<file path="config.mk">
export PLATFORM = sky130hd
export DESIGN_NAME = sq_sipo_latch_feed_flat
export DESIGN_NICKNAME = d
export VERILOG_FILES = /design/src/rtl/sq_sipo_latch_feed_if.sv /design/src/rtl/sq_sipo_latch_feed.sv /design/src/flat_wrapper.sv
export SDC_FILE = /design/constraint.sdc
export NUM_CORES = 1
export LEC_CHECK = 0
export CELL_PAD_IN_SITES_DETAIL_PLACEMENT = 0
export CELL_PAD_IN_SITES_GLOBAL_PLACEMENT = 1
export CORE_ASPECT_RATIO = 1.1
export CORE_UTILIZATION = 40
export CTS_CLUSTER_SIZE = 8
export DETAILED_ROUTE_END_ITERATION = 10
export PLACE_DENSITY = 0.8
export SYNTH_ARGS = -nofsm -noshare
export SYNTH_HDL_FRONTEND = slang
export SYNTH_SLANG_ARGS = --single-unit
</file>
<file path="constraint.sdc">
create_clock -name clk -period 3 [get_ports clk]
set_input_delay 0.6 -clock clk [delete_from_list [all_inputs] [get_ports clk]]
set_output_delay 0.6 -clock clk [all_outputs]
set_load 0.02 [all_outputs]
</file>
<file path="src/rtl/sq_sipo_latch_feed_if.sv">
// Serial bit stream in, parallel word plus latch-enable strobe out.
// Carries no logic of its own; the timing is set by sq_sipo_latch_feed.
// No backpressure: the source paces bits with v and the sink must accept every en strobe.
interface sq_sipo_latch_feed_if #(
    parameter int WIDTH = 8
);
    logic             d;
    logic             v;
    logic             sof;
    logic             clr;
    logic [WIDTH-1:0] q;
    logic             en;
    logic             busy;
    logic             err;

    // The serial source drives the bit stream and observes the framing status.
    modport master (
        output d, v, sof, clr,
        input  q, en, busy, err
    );

    // The framing stage consumes the bit stream and drives the latch bank.
    modport slave (
        input  d, v, sof, clr,
        output q, en, busy, err
    );
endinterface

</file>
<file path="src/rtl/sq_sipo_latch_feed.sv">
// Assembles WIDTH serial bits into a word and strobes en so a transparent latch bank captures it.
// q and en update on the edge that samples the last bit; en lasts exactly one cycle.
// No backpressure: v gaps stall the frame indefinitely, and a mid-frame sof restarts it and sets err.
module sq_sipo_latch_feed #(
    parameter int WIDTH     = 8,
    parameter bit MSB_FIRST = 1'b1
) (
    input  logic               clk,
    input  logic               rst_n,
    sq_sipo_latch_feed_if.slave bus
);
    localparam int CNT_W = $clog2(WIDTH);

    typedef enum logic {IDLE, SHIFT} state_t;

    state_t           state_q;
    logic [CNT_W-1:0] cnt_q;
    logic [WIDTH-2:0] sr_q;
    logic [WIDTH-1:0] q_q;
    logic             en_q;
    logic             err_q;

    logic [WIDTH-2:0] sr_base;
    logic [WIDTH-1:0] word_d;
    logic [WIDTH-2:0] sr_d;
    logic             last_bit;

    // Shift the incoming bit in; a sof restarts from an empty register so d becomes bit 0.
    always_comb begin
        sr_base = bus.sof ? '0 : sr_q;
        if (MSB_FIRST) begin
            word_d = {sr_base, bus.d};
            sr_d   = word_d[WIDTH-2:0];
        end else begin
            word_d = {bus.d, sr_base};
            sr_d   = word_d[WIDTH-1:1];
        end
        last_bit = (cnt_q == CNT_W'(WIDTH - 1));
    end

    // Framing FSM with registered word, strobe and sticky error flag.
    always_ff @(posedge clk or negedge rst_n) begin
        if (!rst_n) begin
            state_q <= IDLE;
            cnt_q   <= '0;
            sr_q    <= '0;
            q_q     <= '0;
            en_q    <= 1'b0;
            err_q   <= 1'b0;
        end else begin
            en_q <= 1'b0;

            // A sof arriving mid-frame is the only error source and wins over clr.
            if (state_q == SHIFT && bus.v && bus.sof) begin
                err_q <= 1'b1;
            end else if (bus.clr) begin
                err_q <= 1'b0;
            end

            case (state_q)
                IDLE: begin
                    // Bits without sof are dropped silently while idle.
                    if (bus.v && bus.sof) begin
                        sr_q    <= sr_d;
                        cnt_q   <= CNT_W'(1);
                        state_q <= SHIFT;
                    end
                end
                SHIFT: begin
                    if (bus.v) begin
                        if (bus.sof) begin
                            // Discard the partial word and restart with d as bit 0.
                            sr_q  <= sr_d;
                            cnt_q <= CNT_W'(1);
                        end else if (last_bit) begin
                            // q only moves here, so the latches see a stable word while en is high.
                            q_q     <= word_d;
                            en_q    <= 1'b1;
                            cnt_q   <= '0;
                            state_q <= IDLE;
                        end else begin
                            sr_q  <= sr_d;
                            cnt_q <= cnt_q + CNT_W'(1);
                        end
                    end
                end
                default: begin
                    state_q <= IDLE;
                end
            endcase
        end
    end

    assign bus.q    = q_q;
    assign bus.en   = en_q;
    assign bus.err  = err_q;
    assign bus.busy = (state_q == SHIFT);
endmodule

</file>
<file path="src/flat_wrapper.sv">
// flat-port wrapper written by rule: the top's interface ports become plain ports
module sq_sipo_latch_feed_flat 
#(
    parameter int WIDTH     = 8,
    parameter bit MSB_FIRST = 1'b1
)
  (clk, rst_n, bus_d, bus_v, bus_sof, bus_clr, bus_q, bus_en, bus_busy, bus_err);
  sq_sipo_latch_feed_if #(.WIDTH(WIDTH)) bus_i ();
  input  logic clk;
  input  logic rst_n;
  input wire logic [$bits(bus_i.d)-1:0] bus_d;
  input wire logic [$bits(bus_i.v)-1:0] bus_v;
  input wire logic [$bits(bus_i.sof)-1:0] bus_sof;
  input wire logic [$bits(bus_i.clr)-1:0] bus_clr;
  output wire logic [$bits(bus_i.q)-1:0] bus_q;
  output wire logic [$bits(bus_i.en)-1:0] bus_en;
  output wire logic [$bits(bus_i.busy)-1:0] bus_busy;
  output wire logic [$bits(bus_i.err)-1:0] bus_err;
  assign bus_i.d = bus_d;
  assign bus_i.v = bus_v;
  assign bus_i.sof = bus_sof;
  assign bus_i.clr = bus_clr;
  assign bus_q = bus_i.q;
  assign bus_en = bus_i.en;
  assign bus_busy = bus_i.busy;
  assign bus_err = bus_i.err;
  sq_sipo_latch_feed #(.WIDTH(WIDTH), .MSB_FIRST(MSB_FIRST)) u_core (.clk(clk), .rst_n(rst_n), .bus(bus_i));
endmodule
</file>
==> qor.txt <==
STA
----------------------------------------------------------------------------------------
Final hold viol count                                                                  0
Slew HR                                                                            0.361
Final Cycle Share                                                                  0.700
Slew at the pin closest to its max-slew limit                                   0.955 ns
Count of pins over their slew limit                                                    0
Setup repair after global routing missed its margin                                   no
Worst clock skew on the final layout                                          0.00652 ns
Final min period                                                                 2.10 ns
Highest achievable clock rate                                                    476 MHz
Setup Viol. Count Final                                                                0
Setup TNS Final                                                                     0 ns

HOLD PATH
----------------------------------------------------------------------------------------
WHS Endpoint                                                                u_core.bus.q[3]$_DFFE_PN0P_
Class of the worst hold path                                                flop to flop
Hold Crit Depth                                                                        2
Hold Path Origin                                                            u_core.bus.q[3]$_DFFE_PN0P_

SETUP PATH
----------------------------------------------------------------------------------------
Worst Setup Path Type                                                       flop to output port
FF-to-FF path depth                                                                    5
Buffers plus inverters on the worst setup path                                         1
Cell breakdown of the critical path                                         clkdlybuf4s50_1
Arr. time, crit path                                                             1.50 ns
Critical Path Fanout Max                                                              10
R2r setup slk                                                                    1.11 ns
Worst path required time                                                         2.40 ns
Kind of launch point of the worst setup path                                        flop
Capture point of the worst reg-to-reg path                                  u_core.sr_q[0]$_DFFE_PN0P_
CP top delay family                                                         buffers and inverters
R2r startpoint                                                              u_core.cnt_q[0]$_DFFE_PN0P_
Master of the slowest instance on the critical path                         sky130_fd_sc_hd__clkdlybuf4s50_1
Critical Path Max Stage Delay                                                    0.67 ns
Kind of capture point of the worst setup path                                output port

CLOCK TREE
----------------------------------------------------------------------------------------
Clock buffer depth                                                                     2
Sinks on Clock Net                                                                    21
Clock-pin transition on the worst setup and hold timing paths                    0.12 ns
Post-CTS Setup Inserts                                                                 0
Buffer type at the clock tree root                                          sky130_fd_sc_hd__clkbuf_4
Cells resized by post-CTS repair                                                       0
Worst-Skew Late Latency                                                          0.30 ns
Htree depth                                                                            1
TritonCTS Buffers                                                                      3
CTS tree                                                                             yes
CTS Hold Bufs                                                                          0

FLOORPLANNING
----------------------------------------------------------------------------------------
Die footprint                                                                0.00271 mm2
Die X-Extent                                                                     49.7 um
Area of the placeable core                                                   0.00230 mm2
Number of cell rows                                                                   18
Floorplan die height                                                             54.5 um
Number of top-level design ports                                                      17
Starting density of the core                                                       0.436

PLACEMENT
----------------------------------------------------------------------------------------
Instance count after placement with tap cells included                               124
Number of buffer cells added on primary ports                                         16
DP Wirelength                                                                    1230 um
Gp weighted congestion                                                             0.743

YOSYS
----------------------------------------------------------------------------------------
Warnings from Yosys                                                                    0
Post-synth top area share                                                          0.524
Flops & latches, synth                                                                21
Post-synth top area cell                                                    sky130_fd_sc_hd__dfrtp_1
Post-synthesis sequential area ratio                                               0.524
Synthesized Nets                                                                      89
Synth top area cells                                                        sky130_fd_sc_hd__dfrtp_1 52%, sky130_fd_sc_hd__mux2_4 10%, sky130_fd_sc_hd__o22ai_2 3.7%
Avg Inst Size Synth                                                             12.4 um2
Synthesized area                                                             0.00100 mm2
Number of distinct library cells after synthesis                                      24
Number of instances in the synthesized netlist                                        81

FINAL LAYOUT
----------------------------------------------------------------------------------------
Number of antenna repair diodes                                                        0
Leading cell type in the layout, fill and taps excluded                     sky130_fd_sc_hd__dfrtp_1
Non-Filler Instances                                                                 128
Layout overhead on the synthesized area                                            19.7%
Post-layout nets                                                                     107
Share of final-layout standard cells stronger than drive strength 1                0.214
Most used cells in the layout excluding fill and tap cells                  21 x sky130_fd_sc_hd__dfrtp_1, 16 x sky130_fd_sc_hd__clkdlybuf4s50_1, 8 x sky130_fd_sc_hd__inv_1

DRT
----------------------------------------------------------------------------------------
Remaining design rule violation count                                                  0
Total Routed Length                                                              1690 um
Number of search-and-repair iterations in the first detailed-routing pass              4
DRC marker count from the first detailed-route iteration                              11
Vias per std cell                                                                   5.20
Mean routed wirelength per cell                                                  13.2 um
Post-route ant nets                                                                    0
Overall via count from detail_route                                                  665

POWER AND IR DROP
----------------------------------------------------------------------------------------
Static leakage                                                                  0.572 nW
VDD IR-drop max                                                               0.000328 V
Power Density                                                                 482 mW/mm2

GLOBAL ROUTING
----------------------------------------------------------------------------------------
Initial antenna violation count                                                        0
Overflow left after global routing                                                     0
Pin count of the biggest net entering global routing                                  22
Number of global-route vias before repair                                            629
Global-route total usage across every layer                                        0.146
Wire length of the first global-routing pass                                     2880 um

STATUS
----------------------------------------------------------------------------------------
Run status                                                                     completed

RUN
----------------------------------------------------------------------------------------
Max-capacitance violation count                                                        0

## report_power, final
group          leakage (nW)  switching, mW  total, mW  internal (mW)
clock network        0.0177         0.0827      0.132         0.0496
registers             0.278         0.0171      0.325          0.308
logic                 0.276         0.0583      0.121         0.0630
## cell usage after synthesis
library cell                instances
sky130_fd_sc_hd__a21oi_1            2
sky130_fd_sc_hd__a21oi_2            1
sky130_fd_sc_hd__a22o_1             2
sky130_fd_sc_hd__a31oi_1            2
sky130_fd_sc_hd__and4b_1            2
sky130_fd_sc_hd__buf_2              1
sky130_fd_sc_hd__buf_4              2
sky130_fd_sc_hd__buf_6              2
sky130_fd_sc_hd__dfrtp_1           21
sky130_fd_sc_hd__ha_1               2
sky130_fd_sc_hd__inv_1              8
sky130_fd_sc_hd__mux2_2             2
sky130_fd_sc_hd__mux2_4             7
sky130_fd_sc_hd__nand2_1            7
sky130_fd_sc_hd__nand2_2            1
sky130_fd_sc_hd__nand2b_1           1
sky130_fd_sc_hd__nand4b_2           1
sky130_fd_sc_hd__nor2_1             1
sky130_fd_sc_hd__nor2b_1            2
sky130_fd_sc_hd__o21ai_0            5
sky130_fd_sc_hd__o22ai_1            1
sky130_fd_sc_hd__o22ai_2            3
sky130_fd_sc_hd__o2bb2ai_1          3
sky130_fd_sc_hd__o41ai_1            2
## logic make-up (layout without fill, tap and decap cells)
| family | count (synthesis) | in the layout | synth area share |
|---|---|---|---|
| compound gates | 21 | 21 | 0.161 |
| flops | 21 | 21 | 0.524 |
| simple gates | 15 | 15 | 0.0899 |
| buf+inv | 13 | 30 | 0.0724 |
| mux | 9 | 9 | 0.127 |
| fa+ha+maj | 2 | 2 | 0.0250 |
## registers in the layout, indices dropped and copies added, names as in the netlist
| register | flops |
|---|---|
| u_core.cnt_q | 3 |
| u_core.bus.busy | 1 |
| u_core.sr_q | 7 |
| u_core.bus.err | 1 |
| u_core.bus.q | 8 |
| u_core.bus.en | 1 |
## layer usage
metal  share of wire  track usage  vias to the layer above
met5               0            0                        -
met4          0.0077       0.0810                        0
met3           0.039       0.0278                        2
met2            0.45        0.234                       14
met1            0.50        0.187                      328
li1                -            -                      321
## per-stage QoR
stage	power [mW]	utilization	hold WS, ns	setup slack, ns	area, um2
floorplan	0.408	-	0.304	1.36	1000
global placement	0.450	0.510	0.470	0.792	1170
detailed placement	0.454	0.510	0.479	0.768	1170
CTS	0.589	0.522	0.507	0.886	1200
global route	0.610	0.522	0.536	0.830	1200
finish	0.579	0.522	0.506	0.899	1200
## area by class of cell
cell class	instances	area [um2]
timing repair buffer	18	175
tap	30	37.5
clock inverter	1	5.00
fill	226	1100
inverter	8	30.0
sequential	21	526
multi-input combinational	47	404
clock buffer	3	22.5
## worst max path at each step
stage	to	cells after the start	startpoint	slack, ns
floorplan	u_core.sr_q[0]$_DFFE_PN0P_	6	u_core.cnt_q[0]$_DFFE_PN0P_	1.36
global placement	u_core.bus.q[0]$_DFFE_PN0P_	3	bus_v	0.79
detailed placement	u_core.bus.q[0]$_DFFE_PN0P_	3	bus_v	0.77
CTS	bus_busy	1	u_core.bus.busy$_DFF_PN0_	0.89
global route	bus_busy	1	u_core.bus.busy$_DFF_PN0_	0.83
finish	bus_busy	1	u_core.bus.busy$_DFF_PN0_	0.90
Power figures use the tool's default switching activity.
